`config.mk`:
```
export PLATFORM = sky130hd
export DESIGN_NAME = crypto_reg_bank_flat
export DESIGN_NICKNAME = d
export VERILOG_FILES = /design/src/rtl/crypto_pkg.sv /design/src/rtl/crypto_reg_bank_if.sv /design/src/rtl/crypto_wr_arbiter.sv /design/src/rtl/crypto_reg_bank.sv /design/src/flat_wrapper.sv
export SDC_FILE = /design/constraint.sdc
export NUM_CORES = 1
export LEC_CHECK = 0
export CELL_PAD_IN_SITES_DETAIL_PLACEMENT = 0
export CELL_PAD_IN_SITES_GLOBAL_PLACEMENT = 1
export CORE_AREA = 3 3 170 172
export CTS_CLUSTER_DIAMETER = 40
export CTS_CLUSTER_SIZE = 40
export DETAILED_ROUTE_END_ITERATION = 10
export DIE_AREA = 0 0 173 175
export PLACE_DENSITY = 0.73
export SYNTH_ARGS = -nofsm -noshare
export SYNTH_HDL_FRONTEND = slang
export SYNTH_SLANG_ARGS = --single-unit
export TNS_END_PERCENT = 20
```
`constraint.sdc`:
```
create_clock -name clk -period 5.2 [get_ports clk]
set_clock_uncertainty 0.1 [all_clocks]
set_input_delay 0.78 -clock clk [delete_from_list [all_inputs] [get_ports clk]]
set_output_delay 0.78 -clock clk [all_outputs]
set_load 0.01 [all_outputs]
```
`src/rtl/crypto_pkg.sv`:
```
// Shared definitions for the crypto register bank: bus-read states and default geometry.
package crypto_pkg;

    localparam int DEF_WIDTH = 16;
    localparam int DEF_DEPTH = 8;

    typedef enum logic [0:0] {
        RD_IDLE = 1'b0,
        RD_HOLD = 1'b1
    } rd_state_t;

endpackage

```
`src/rtl/crypto_reg_bank_if.sv`:
```
// Bus-side bundle of the register bank: write port with reject pulse, and a held read handshake.
interface crypto_reg_bank_if #(
    parameter int WIDTH  = crypto_pkg::DEF_WIDTH,
    parameter int ADDR_W = $clog2(crypto_pkg::DEF_DEPTH)
);
    logic              bus_wr_en;
    logic [ADDR_W-1:0] bus_wr_addr;
    logic [WIDTH-1:0]  bus_wr_data;
    logic              bus_wr_err;
    logic              bus_rd_req;
    logic [ADDR_W-1:0] bus_rd_addr;
    logic              bus_rd_ready;
    logic [WIDTH-1:0]  bus_rd_data;
    logic              bus_rd_valid;
    logic              bus_rd_ack;

    modport master (
        output bus_wr_en, bus_wr_addr, bus_wr_data, bus_rd_req, bus_rd_addr, bus_rd_ack,
        input  bus_wr_err, bus_rd_ready, bus_rd_data, bus_rd_valid
    );

    modport slave (
        input  bus_wr_en, bus_wr_addr, bus_wr_data, bus_rd_req, bus_rd_addr, bus_rd_ack,
        output bus_wr_err, bus_rd_ready, bus_rd_data, bus_rd_valid
    );
endinterface

```
`src/rtl/crypto_wr_arbiter.sv`:
```
// Combinational write arbitration: range and lock filtering, same-address priority, collision and reject flags.
module crypto_wr_arbiter
    import crypto_pkg::*;
#(
    parameter int DEPTH        = DEF_DEPTH,
    parameter int ADDR_W       = $clog2(DEF_DEPTH),
    parameter bit BUS_PRIORITY = 1'b1
) (
    input  logic              core_en,
    input  logic [ADDR_W-1:0] core_addr,
    input  logic              bus_en,
    input  logic [ADDR_W-1:0] bus_addr,
    input  logic [DEPTH-1:0]  lock,
    output logic              core_commit,
    output logic              bus_commit,
    output logic              collision,
    output logic              error
);
    localparam logic [ADDR_W:0] LIMIT = (ADDR_W + 1)'(DEPTH);

    logic core_ok;
    logic bus_ok;
    logic bus_locked;
    logic same;

    always_comb begin
        bus_locked = 1'b0;
        for (int i = 0; i < DEPTH; i++) begin
            if (bus_addr == ADDR_W'(i)) bus_locked = lock[i];
        end
        core_ok = core_en && ({1'b0, core_addr} < LIMIT);
        // A rejected bus write never competes, so the core write survives it untouched.
        bus_ok  = bus_en && ({1'b0, bus_addr} < LIMIT) && !bus_locked;
        same    = core_ok && bus_ok && (core_addr == bus_addr);
        core_commit = core_ok && !(same && BUS_PRIORITY);
        bus_commit  = bus_ok && !(same && !BUS_PRIORITY);
        collision   = same;
        error       = bus_en && !bus_ok;
    end
endmodule

```
`src/rtl/crypto_reg_bank.sv`:
```
// Dual-ported data register bank for the crypto core: arbitrated writes, bus write locks,
// registered core reads with optional write bypass, and a hold-until-ack bus read.
module crypto_reg_bank
    import crypto_pkg::*;
#(
    parameter int WIDTH        = DEF_WIDTH,
    parameter int DEPTH        = DEF_DEPTH,
    parameter int ADDR_W       = $clog2(DEPTH),
    parameter bit BUS_PRIORITY = 1'b1,
    parameter bit BYPASS       = 1'b0
) (
    input  logic              clk,
    input  logic              rst,
    input  logic              core_wr_en,
    input  logic [ADDR_W-1:0] core_wr_addr,
    input  logic [WIDTH-1:0]  core_wr_data,
    input  logic              core_rd_en,
    input  logic [ADDR_W-1:0] core_rd_addr,
    output logic [WIDTH-1:0]  core_rd_data,
    output logic              core_rd_valid,
    input  logic              core_lock_en,
    input  logic [ADDR_W-1:0] core_lock_addr,
    input  logic              core_lock_val,
    crypto_reg_bank_if.slave  bus,
    output logic              wr_collision
);
    logic [WIDTH-1:0] mem [DEPTH];
    logic [DEPTH-1:0] lock;

    logic core_commit;
    logic bus_commit;
    logic collision;
    logic error;

    logic [WIDTH-1:0] core_rd_next;
    logic [WIDTH-1:0] bus_rd_word;

    logic [WIDTH-1:0] rd_data_p1;
    logic             rd_vld_p1;
    logic             collision_p1;
    logic             err_p1;
    logic [WIDTH-1:0] hold_data;

    rd_state_t state_q;
    rd_state_t state_d;
    logic      capture;

    crypto_wr_arbiter #(
        .DEPTH        (DEPTH),
        .ADDR_W       (ADDR_W),
        .BUS_PRIORITY (BUS_PRIORITY)
    ) u_arbiter (
        .core_en     (core_wr_en),
        .core_addr   (core_wr_addr),
        .bus_en      (bus.bus_wr_en),
        .bus_addr    (bus.bus_wr_addr),
        .lock        (lock),
        .core_commit (core_commit),
        .bus_commit  (bus_commit),
        .collision   (collision),
        .error       (error)
    );

    // Out-of-range addresses match no entry and therefore read as zero.
    always_comb begin
        core_rd_next = '0;
        bus_rd_word  = '0;
        for (int i = 0; i < DEPTH; i++) begin
            if (core_rd_addr == ADDR_W'(i)) core_rd_next = mem[i];
            if (bus.bus_rd_addr == ADDR_W'(i)) bus_rd_word = mem[i];
        end
        if (BYPASS) begin
            if (core_commit && (core_wr_addr == core_rd_addr)) core_rd_next = core_wr_data;
            if (bus_commit && (bus.bus_wr_addr == core_rd_addr)) core_rd_next = bus.bus_wr_data;
        end
    end

    always_ff @(posedge clk or posedge rst) begin
        if (rst) begin
            for (int i = 0; i < DEPTH; i++) mem[i] <= '0;
            lock <= '0;
        end else begin
            for (int i = 0; i < DEPTH; i++) begin
                if (bus_commit && (bus.bus_wr_addr == ADDR_W'(i))) mem[i] <= bus.bus_wr_data;
                else if (core_commit && (core_wr_addr == ADDR_W'(i))) mem[i] <= core_wr_data;
                if (core_lock_en && (core_lock_addr == ADDR_W'(i))) lock[i] <= core_lock_val;
            end
        end
    end

    // p0 -> p1: registered core read and write-status pulses
    always_ff @(posedge clk or posedge rst) begin
        if (rst) begin
            rd_data_p1   <= '0;
            rd_vld_p1    <= 1'b0;
            collision_p1 <= 1'b0;
            err_p1       <= 1'b0;
        end else begin
            rd_vld_p1    <= core_rd_en;
            collision_p1 <= collision;
            err_p1       <= error;
            if (core_rd_en) rd_data_p1 <= core_rd_next;
        end
    end

    always_comb begin
        state_d = state_q;
        capture = 1'b0;
        case (state_q)
            RD_IDLE: begin
                if (bus.bus_rd_req) begin
                    state_d = RD_HOLD;
                    capture = 1'b1;
                end
            end
            RD_HOLD: begin
                if (bus.bus_rd_ack) state_d = RD_IDLE;
            end
            default: state_d = RD_IDLE;
        endcase
    end

    always_ff @(posedge clk or posedge rst) begin
        if (rst) begin
            state_q   <= RD_IDLE;
            hold_data <= '0;
        end else begin
            state_q <= state_d;
            if (capture) hold_data <= bus_rd_word;
        end
    end

    assign core_rd_data     = rd_data_p1;
    assign core_rd_valid    = rd_vld_p1;
    assign wr_collision     = collision_p1;
    assign bus.bus_wr_err   = err_p1;
    assign bus.bus_rd_valid = (state_q == RD_HOLD);
    assign bus.bus_rd_ready = (state_q == RD_IDLE) && !rst;
    assign bus.bus_rd_data  = (state_q == RD_HOLD) ? hold_data : '0;
endmodule

```
`src/flat_wrapper.sv`:
```
// flat-port wrapper written by rule: the top's interface ports become plain ports
module crypto_reg_bank_flat import crypto_pkg::*;
#(
    parameter int WIDTH        = DEF_WIDTH,
    parameter int DEPTH        = DEF_DEPTH,
    parameter int ADDR_W       = $clog2(DEPTH),
    parameter bit BUS_PRIORITY = 1'b1,
    parameter bit BYPASS       = 1'b0
)
  (clk, rst, core_wr_en, core_wr_addr, core_wr_data, core_rd_en, core_rd_addr, core_rd_data, core_rd_valid, core_lock_en, core_lock_addr, core_lock_val, wr_collision, bus_bus_wr_en, bus_bus_wr_addr, bus_bus_wr_data, bus_bus_rd_req, bus_bus_rd_addr, bus_bus_rd_ack, bus_bus_wr_err, bus_bus_rd_ready, bus_bus_rd_data, bus_bus_rd_valid);
  crypto_reg_bank_if #(.WIDTH(WIDTH), .ADDR_W(ADDR_W)) bus_i ();
  input  logic clk;
  input  logic rst;
  input  logic core_wr_en;
  input  logic [ADDR_W-1:0] core_wr_addr;
  input  logic [WIDTH-1:0] core_wr_data;
  input  logic core_rd_en;
  input  logic [ADDR_W-1:0] core_rd_addr;
  output logic [WIDTH-1:0] core_rd_data;
  output logic core_rd_valid;
  input  logic core_lock_en;
  input  logic [ADDR_W-1:0] core_lock_addr;
  input  logic core_lock_val;
  output logic wr_collision;
  input wire logic [$bits(bus_i.bus_wr_en)-1:0] bus_bus_wr_en;
  input wire logic [$bits(bus_i.bus_wr_addr)-1:0] bus_bus_wr_addr;
  input wire logic [$bits(bus_i.bus_wr_data)-1:0] bus_bus_wr_data;
  input wire logic [$bits(bus_i.bus_rd_req)-1:0] bus_bus_rd_req;
  input wire logic [$bits(bus_i.bus_rd_addr)-1:0] bus_bus_rd_addr;
  input wire logic [$bits(bus_i.bus_rd_ack)-1:0] bus_bus_rd_ack;
  output wire logic [$bits(bus_i.bus_wr_err)-1:0] bus_bus_wr_err;
  output wire logic [$bits(bus_i.bus_rd_ready)-1:0] bus_bus_rd_ready;
  output wire logic [$bits(bus_i.bus_rd_data)-1:0] bus_bus_rd_data;
  output wire logic [$bits(bus_i.bus_rd_valid)-1:0] bus_bus_rd_valid;
  assign bus_i.bus_wr_en = bus_bus_wr_en;
  assign bus_i.bus_wr_addr = bus_bus_wr_addr;
  assign bus_i.bus_wr_data = bus_bus_wr_data;
  assign bus_i.bus_rd_req = bus_bus_rd_req;
  assign bus_i.bus_rd_addr = bus_bus_rd_addr;
  assign bus_i.bus_rd_ack = bus_bus_rd_ack;
  assign bus_bus_wr_err = bus_i.bus_wr_err;
  assign bus_bus_rd_ready = bus_i.bus_rd_ready;
  assign bus_bus_rd_data = bus_i.bus_rd_data;
  assign bus_bus_rd_valid = bus_i.bus_rd_valid;
  crypto_reg_bank #(.WIDTH(WIDTH), .DEPTH(DEPTH), .ADDR_W(ADDR_W), .BUS_PRIORITY(BUS_PRIORITY), .BYPASS(BYPASS)) u_core (.clk(clk), .rst(rst), .core_wr_en(core_wr_en), .core_wr_addr(core_wr_addr), .core_wr_data(core_wr_data), .core_rd_en(core_rd_en), .core_rd_addr(core_rd_addr), .core_rd_data(core_rd_data), .core_rd_valid(core_rd_valid), .core_lock_en(core_lock_en), .core_lock_addr(core_lock_addr), .core_lock_val(core_lock_val), .bus(bus_i), .wr_collision(wr_collision));
endmodule
```
==> metrics.txt, run 1 <==
post-DP HPWL 27300 um; NumNets Final 1305; setup slack after layout 1.57 ns; worst skew pair latency 0.44 ns; root buf cell clkbuf_16; H-tree levels 4; cts bufs inserted 17; Final Critical Period 3.63 ns; critical-path cell list clkdlybuf4s50_1 > mux2i_1 > o22ai_2 > o21ai_4 > buf_4 > a21oi_1 > a221o_1; peak supply drop 168 uV; # DRC 0; R2R Path Start u_core.lock[6]; most frequent cells in the layout nand2_1 (239), dfrtp_1 (172), o211ai_1 (144); largest net degree at the start of global routing 58; Setup Buffers After CTS 0; critical path class primary input to flop; Antenna Cells 0; syn nets 1300; Critical Path Max Stage Delay 1.03 ns; Post-synth EDFFs 0; hold path endpoint u_core.hold_data[11]; io pins 93; Antenna Violating Nets Remaining 0; GR Util met2 0.393; Post-CTS Resized 0; initial antenna violation count 0; Seq/Total Area, Yosys 0.384; number of port buffers 92; Area Growth Syn to Fin 15.2%; Vias 10.2k; Netlist cell types 58; PwrDens 349 nW/um2; Die Area 30300 um2; grt peak-use layer met2; MaxCap Viol Count 0; setup slack after placement 1.18 ns; row count 61; RSZ-0062 raised after global routing no; most common cell after layout, fill and taps aside nand2_1; Mapped Area 11200 um2; post-synthesis average cell area 9.00 um2; r2r endpoint u_core.mem[26]; Slew Limit Fails 0; Worst-Margin Slew 1.21 ns; 1st-pass router iterations 7; CP startpoint kind primary input; Yosys reg bits 172; Die X 173 um; CTS tree yes; Starting DRT DRC Count 1116; critical-path cell with the highest stage delay clkdlybuf4s50_1; r2r worst-path depth 6; grt total ovfl 0; Final setup viols 0; Starting Density 0.405; Primary FF master, synth dfrtp_1; met3 usage 0.0604; critical path arrival 3.84 ns; met1 global-route usage 0.376; Final Hold Violating Endpoints 0; first-pass GRT wire length 61700 um; Hold Path Class flop to flop; layout cells sized above 1 0.109; status completed; vias per cell 6.22; Synth Instances 1244; flop2flop setup slack 2.58 ns; total track usage 0.260; worst hold path depth 1; vias in the first global route 9899; Pleak 0.00525 uW; chip height 175 um; Worst-path clk slew 0.07 ns; Rel. slew slack 0.188; gpl congestion 0.903; clk sinks 172; Final period util 0.697; core footprint 27600 um2; crit path capture type flop; Setup TNS Final 0 ns; detailed-route wire length per cell 24.2 um; CTS Hold Buffers Added 0; worst-path fanout max 28; Routed Wire Length 39700 um; Req. time, crit path 5.41 ns; highest clock rate 276 MHz; clock buffer depth 2; YS warnings 0; share of synthesized registers carrying an async set or reset 1.00; hold path startpoint u_core.hold_data[11]
-- report_power, final --
group | switching (uW) | leakage (uW) | internal [uW]
sequential | 273 | 0.00213 | 1630
clock | 598 | 0.000301 | 795
combinational | 635 | 0.00282 | 567
total | 1510 | 0.00525 | 2990
-- worst max path at each step --
stage                            start                       to  slack, ns  cells after the start
global route        bus_bus_wr_addr[0]           u_core.mem[27]       1.39                      7
floorplan                          rst  u_core.bus.bus_rd_valid       2.12                      1
detailed placement  bus_bus_wr_addr[0]           u_core.mem[26]       1.18                      7
finish              bus_bus_wr_addr[0]           u_core.mem[26]       1.57                      7
global placement    bus_bus_wr_addr[0]           u_core.mem[20]       1.24                      7
CTS                 bus_bus_wr_addr[0]           u_core.mem[26]       1.63                      7
-- sequential cells by signal, summed over array words and instances (netlist names) --
name	count
u_core.lock	8
u_core.hold_data	16
u_core.core_rd_valid	1
u_core.core_rd_data	16
u_core.wr_collision	1
u_core.bus.bus_rd_valid	1
u_core.mem	128
u_core.bus.bus_wr_err	1
-- cells by family after synthesis --
logic type | Yosys count | synth area share
buf+inv | 149 | 0.0633
compound gates | 423 | 0.293
mux | 84 | 0.0860
flops | 172 | 0.384
simple gates | 413 | 0.171
xor+xnor | 3 | 0.00235
-- stage by stage --
step                total power, uW  std cells  hold WS, ns  utilization  cell area (um2)
global placement               3070       1608        0.354        0.444            12300
global route                   4710       1640        0.395        0.467            12900
CTS                            4500       1640        0.378        0.467            12900
floorplan                      2650       1244        0.341            -            11200
finish                         4500       1640        0.369        0.467            12900
detailed placement             3100       1608        0.362        0.444            12300
-- cells in the mapped netlist, drive strengths merged, types with 2 or more instances --
library cell / n / area, um2
clkbuf: 82 / 308
nand4b: 2 / 17.5
nand2b: 20 / 125
nor3b: 3 / 27.5
nor4: 3 / 31.3
a21oi: 65 / 325
a221o: 48 / 480
o21a: 16 / 150
o22ai: 13 / 87.6
a2bb2oi: 5 / 43.8
mux4: 8 / 180
o21ai: 28 / 178
or3: 5 / 31.3
nor2b: 37 / 231
a21boi: 2 / 15.0
xor2: 2 / 17.5
a31oi: 2 / 12.5
nand3: 3 / 15.0
a221oi: 16 / 140
nand4: 2 / 12.5
inv: 4 / 15.0
nand2: 239 / 897
buf: 63 / 387
and2b: 2 / 15.0
mux2: 15 / 173
o221ai: 10 / 87.6
o2bb2ai: 11 / 96.3
and2: 34 / 213
nor3: 8 / 50.1
nor4b: 2 / 23.8
o211ai: 160 / 1280
nand3b: 4 / 30.0
dfrtp: 172 / 4300
nor2: 45 / 169
a21o: 34 / 255
mux2i: 61 / 611
a222oi: 11 / 110
-- cell type report --
type | count | area (um2)
Fill cell | 2680 | 14700
Multi-Input combinational cell | 923 | 6250
Sequential cell | 172 | 4300
Timing Repair Buffer | 131 | 1220
Tap cell | 378 | 473
Clock buffer | 19 | 453
Clock inverter | 13 | 184
Inverter | 4 | 18.8
-- critical path, delay by kind of cell --
family                 cells  cell delay [ns]
AOI/OAI and AO/OA          4             1.25
buffers and inverters      2             1.41
muxes                      1             0.35
-- metal layers --
| layer | vias up | wire length, um |
|---|---|---|
| met2 | 570 | 17300 |
| met4 | 0 | 713 |
| met3 | 49 | 3820 |
| met5 | - | 0 |
| met1 | 4975 | 17800 |
| li1 | 4605 | - |
Power figures use the tool's default switching activity.
==> run 2: changes to the inputs <==
Settings changed: CORE_AREA 3 3 170 172 to 3 3 161 163, DIE_AREA 0 0 173 175 to 0 0 164 166, PLACE_DENSITY 0.73 to 0.77.
Clock period 5.2 ns to 3.75 ns, I/O delays scaled along.
==> run 2 against run 1 <==
  * Sequential share of layout area is essentially flat
  * Final cell count shrank 2.6%
  * Via count grew 2.1%
  * Clock-buffer cell count grew 1
  * Clock power grew 35%
  * Sequential power grew 45%
  * Setup slack lost 0.59 ns
  * Combinational power grew 37%
  * Global-route usage grew 4.0 points
  * Non-clock buffer count grew 13
  * Critical path depth shrank 1
  * Total power grew 39%
==> metrics.txt, run 2 (synthesis gave the netlist of run 1 again) <==
status completed; R2R Path Start u_core.lock[6]; clk sinks 172; most frequent cells in the layout nand2_1 (239), dfrtp_1 (172), o211ai_1 (144); worst skew pair latency 0.44 ns; Setup Buffers After CTS 0; initial antenna violation count 1; most common cell after layout, fill and taps aside nand2_1; number of port buffers 92; r2r worst-path depth 7; CP startpoint core_rd_addr[1]; flop2flop setup slack 1.42 ns; cts bufs inserted 17; Die Area 27200 um2; placed cells 1567; Final period util 0.737; clock buffer depth 2; Antenna Violating Nets Remaining 0; first-pass GRT wire length 62600 um; Slew Limit Fails 0; # fillers 2267; highest clock rate 362 MHz; layout cells sized above 1 0.115; worst hold path depth 1; final non-filler cell total 1598; hold path startpoint u_core.hold_data[8]; total track usage 0.300; io pins 93; setup slack after placement 0.599 ns; Largest Register u_core.mem; Rel. slew slack 0.158; hold path endpoint u_core.hold_data[8]; core footprint 24500 um2; critical path arrival 3.04 ns; Hold Path Class flop to flop; number of flip-flops in the largest register 128; Worst-Margin Slew 1.26 ns; Final Hold Violating Endpoints 0; r2r endpoint u_core.mem[98]; chip height 166 um; grt total ovfl 0; post-DP HPWL 28100 um; PwrDens 485 nW/um2; detailed-route wire length per cell 25.8 um; Post-CTS Resized 0; Area Growth Syn to Fin 15.3%; H-tree levels 4; NumNets Final 1318; worst-path fanout max 12; Routed Wire Length 41200 um; vias per cell 6.52; critical path class primary input to flop; Pleak 0.00531 uW; MaxCap Viol Count 0; peak supply drop 270 uV; Req. time, crit path 4.02 ns; Antenna Cells 0; Final setup viols 0; Final Critical Period 2.76 ns; # DRC 0; gpl congestion 0.967; CP startpoint kind primary input; Setup TNS Final 0 ns; setup slack after layout 0.985 ns; CTS tree yes; Starting DRT DRC Count 1308; largest net degree at the start of global routing 49; 1st-pass router iterations 8; Total Power 6270 uW; root buf cell clkbuf_16; CTS Hold Buffers Added 0; Worst-path clk slew 0.06 ns; vias in the first global route 9778; Vias 10.4k; crit path capture type flop; Starting Density 0.458; RSZ-0062 raised after global routing no; row count 57; Die X 164 um
-- run 2: cell count changes in the layout (fill, tap and decap cells not counted), sizes merged --
| cell | change |
|---|---|
| clkbuf | +1 |
| inv | -2 |
| clkinvlp | -2 |
| clkinv | +1 |
| buf | +13 |
| bufinv | +1 |
-- run 2: cell type report --
| class | instances | area (um2) | share of cell area |
|---|---|---|---|
| timing repair buffer | 144 | 1330 | 0.103 |
| inverter | 4 | 18.8 | 0.00145 |
| tap | 324 | 405 | 0.0314 |
| multi-input combinational | 923 | 6250 | 0.484 |
| clock inverter | 11 | 169 | 0.0131 |
| sequential | 172 | 4300 | 0.333 |
| clock buffer | 20 | 437 | 0.0338 |
-- run 2: metrics by stage --
stage          utilization  cell area (um2)  hold WS, ns
5_1_grt              0.528            12900        0.383
2_1_floorplan            -            11200        0.341
4_1_cts              0.528            12900        0.373
3_3_place_gp         0.503            12300        0.355
3_5_place_dp         0.503            12300        0.358
6_report             0.528            12900        0.367
-- run 2: worst max-delay path by stage --
stage / to / slack, ns / cells after the start
final: u_core.core_rd_data[9] / 0.99 / 6
after global routing: u_core.mem[50] / 0.90 / 8
after CTS: u_core.mem[105] / 1.05 / 9
after detailed placement: u_core.mem[105] / 0.60 / 9
after global placement: u_core.mem[37] / 0.64 / 9
after floorplan: u_core.bus.bus_rd_valid / 0.89 / 1
-- run 2: routing by layer --
metal / part of all wire / track usage
met5: 0 / 0
met4: 0.023 / 0.0824
met3: 0.13 / 0.0995
met2: 0.41 / 0.413
met1: 0.44 / 0.449
-- run 2: power breakdown --
group          internal (uW)  total, uW  switching (uW)
Combinational            799       1640             841
Clock                   1110       1880             765
Sequential              2260       2750             486
-- run 2: critical path: stages --
cell             delay [ns]
clkdlybuf4s50_1        0.62
nor2b_1                1.05
o2bb2ai_1              0.19
a222oi_1               0.13
o221ai_1               0.31
o21a_1                 0.16
==> run 3: changes to the inputs <==
Settings changed: CORE_AREA 3 3 161 163 to 3 3 170 172, DIE_AREA 0 0 164 166 to 0 0 173 175, PLACE_DENSITY 0.77 to 0.73.
Clock period 3.75 ns to 2.4 ns, I/O delays scaled along.
==> run 3 against run 2 <==
  * Combinational power grew 75%
  * Final cell count rose by 7.8%
  * Cell area rose by 6.9%
  * Global-route usage decreased by 1.9 points
  * Die area grew 11%
  * Register-to-register slack got worse by 1.2 ns
  * Clock power is 51% higher
  * Setup slack got worse by 0.90 ns
  * Flip-flop and latch count stayed put
  * Sequential share of layout area decreased by 2.2 points
  * Total power grew 57%
  * Worst hold slack worse by 0.13 ns
  * Largest cell class unchanged
==> metrics.txt, run 3 (synthesis gave the netlist of run 1 again) <==
status completed; largest net degree at the start of global routing 62; Rel. slew slack 0.363; post-DP HPWL 29500 um; Final Hold Violating Endpoints 0; r2r endpoint u_core.mem[16]; detailed-route wire length per cell 24.9 um; Final Util 0.500; Routed Wire Length 42900 um; total track usage 0.281; Largest Register u_core.mem; RSZ-0062 raised after global routing no; Pleak 0.00575 uW; highest clock rate 432 MHz; number of port buffers 92; largest delay contributor family on the critical path buffers and inverters; Crit path buffers/inverters 3; vias in the first global route 10.3k; layout cells sized above 1 0.163; most common cell after layout, fill and taps aside nand2_1; Die X 173 um; Setup Buffers After CTS 0; CP startpoint kind primary input; Post-CTS Resized 0; first-pass GRT wire length 65900 um; Antenna Violating Nets Remaining 0; # DRC 0; Final setup viols 0; Die Area 30300 um2; NumNets Final 1388; Crit path top cell by count buf_4; final non-filler cell total 1722; CTS tree yes; Antenna Cells 0; flop2flop setup slack 0.20 ns; Worst-Margin Slew 0.954 ns; most frequent cells in the layout nand2_1 (239), dfrtp_1 (172), o211ai_1 (144); clk sinks 172; number of flip-flops in the largest register 128; Req. time, crit path 2.62 ns; Slew Limit Fails 0; worst-path fanout max 13; r2r worst-path depth 5; crit path capture type flop; peak supply drop 387 uV; worst skew pair latency 0.43 ns; critical-path cell with the highest stage delay clkdlybuf4s50_1; io pins 93; gpl congestion 0.904; vias per cell 6.18; H-tree levels 4; Vias 10.7k; critical-path cell list clkdlybuf4s50_1 > buf_4 > mux2i_1 > o2bb2ai_1 > a222oi_1 > buf_4 > o221ai_1 > o21a_1; core footprint 27600 um2; cts bufs inserted 17; CTS Hold Buffers Added 0; 1st-pass router iterations 8; Worst-path clk slew 0.07 ns; MaxCap Viol Count 0; clock buffer depth 2; Starting Density 0.405; initial antenna violation count 0; Area Growth Syn to Fin 23.3%; chip height 175 um; R2R Path Start u_core.lock[6]; Starting DRT DRC Count 1381; Final period util 0.965; Critical Path Max Stage Delay 0.55 ns; Hold Path Class primary input to async pin; Final Critical Period 2.32 ns; placed cells 1691; PwrDens 714 nW/um2; row count 61; hold slack 0.241 ns; critical path arrival 2.53 ns; root buf cell clkbuf_16; critical path class primary input to flop; grt total ovfl 0
## run 3: cell count changes in the layout (fill, tap and decap cells not counted), moves of 2 or more
cell,before,now
buf_12,3,29
buf_4,49,93
bufinv_16,4,2
clkbuf_1,3,1
clkinvlp_4,2,4
inv_6,1,4
## run 3: cell type report
cell class                 count  area, um2
timing repair buffer         214       2190
fill                        2639      13800
clock buffer                  19        443
clock inverter                12        136
multi-input combinational    923       6250
inverter                       4       18.8
sequential                   172       4300
tap                          378        473
## run 3: routing by layer
metal	routed length [um]	part of all wire	track usage
met2	18200	0.43	0.413
met5	0	0	0
met3	4140	0.097	0.0645
met1	19300	0.45	0.408
met4	1220	0.028	0.0909
## run 3: power breakdown
part	internal (uW)	switching, uW
clock	1570	1270
combinational	1430	1440
sequential	3530	621
total	6530	3340
## run 3: how the worst max path moves through the flow
stage,to,from,slack (ns),cells past startpoint
floorplan,u_core.bus.bus_rd_valid,rst,-0.26,1
global placement,u_core.core_rd_data[0],core_rd_addr[2],-0.32,8
detailed placement,u_core.mem[16],bus_bus_wr_addr[0],-0.34,6
CTS,u_core.mem[16],bus_bus_wr_addr[0],0.11,6
global route,u_core.core_rd_data[6],core_rd_addr[1],0.02,8
finish,u_core.core_rd_data[6],core_rd_addr[1],0.08,8
## run 3: metrics by stage
| step | power (uW) | setup TNS [ns] | setup WS [ns] | area (um2) |
|---|---|---|---|---|
| after global routing | 10300 | 0 | 0.0238 | 13800 |
| after CTS | 9840 | 0 | 0.106 | 13800 |
| after floorplan | 5740 | -44.15 | -0.257 | 11200 |
| after global placement | 6950 | -28.85 | -0.316 | 13200 |
| after detailed placement | 7000 | -37.58 | -0.344 | 13200 |
| final | 9870 | 0 | 0.0831 | 13800 |
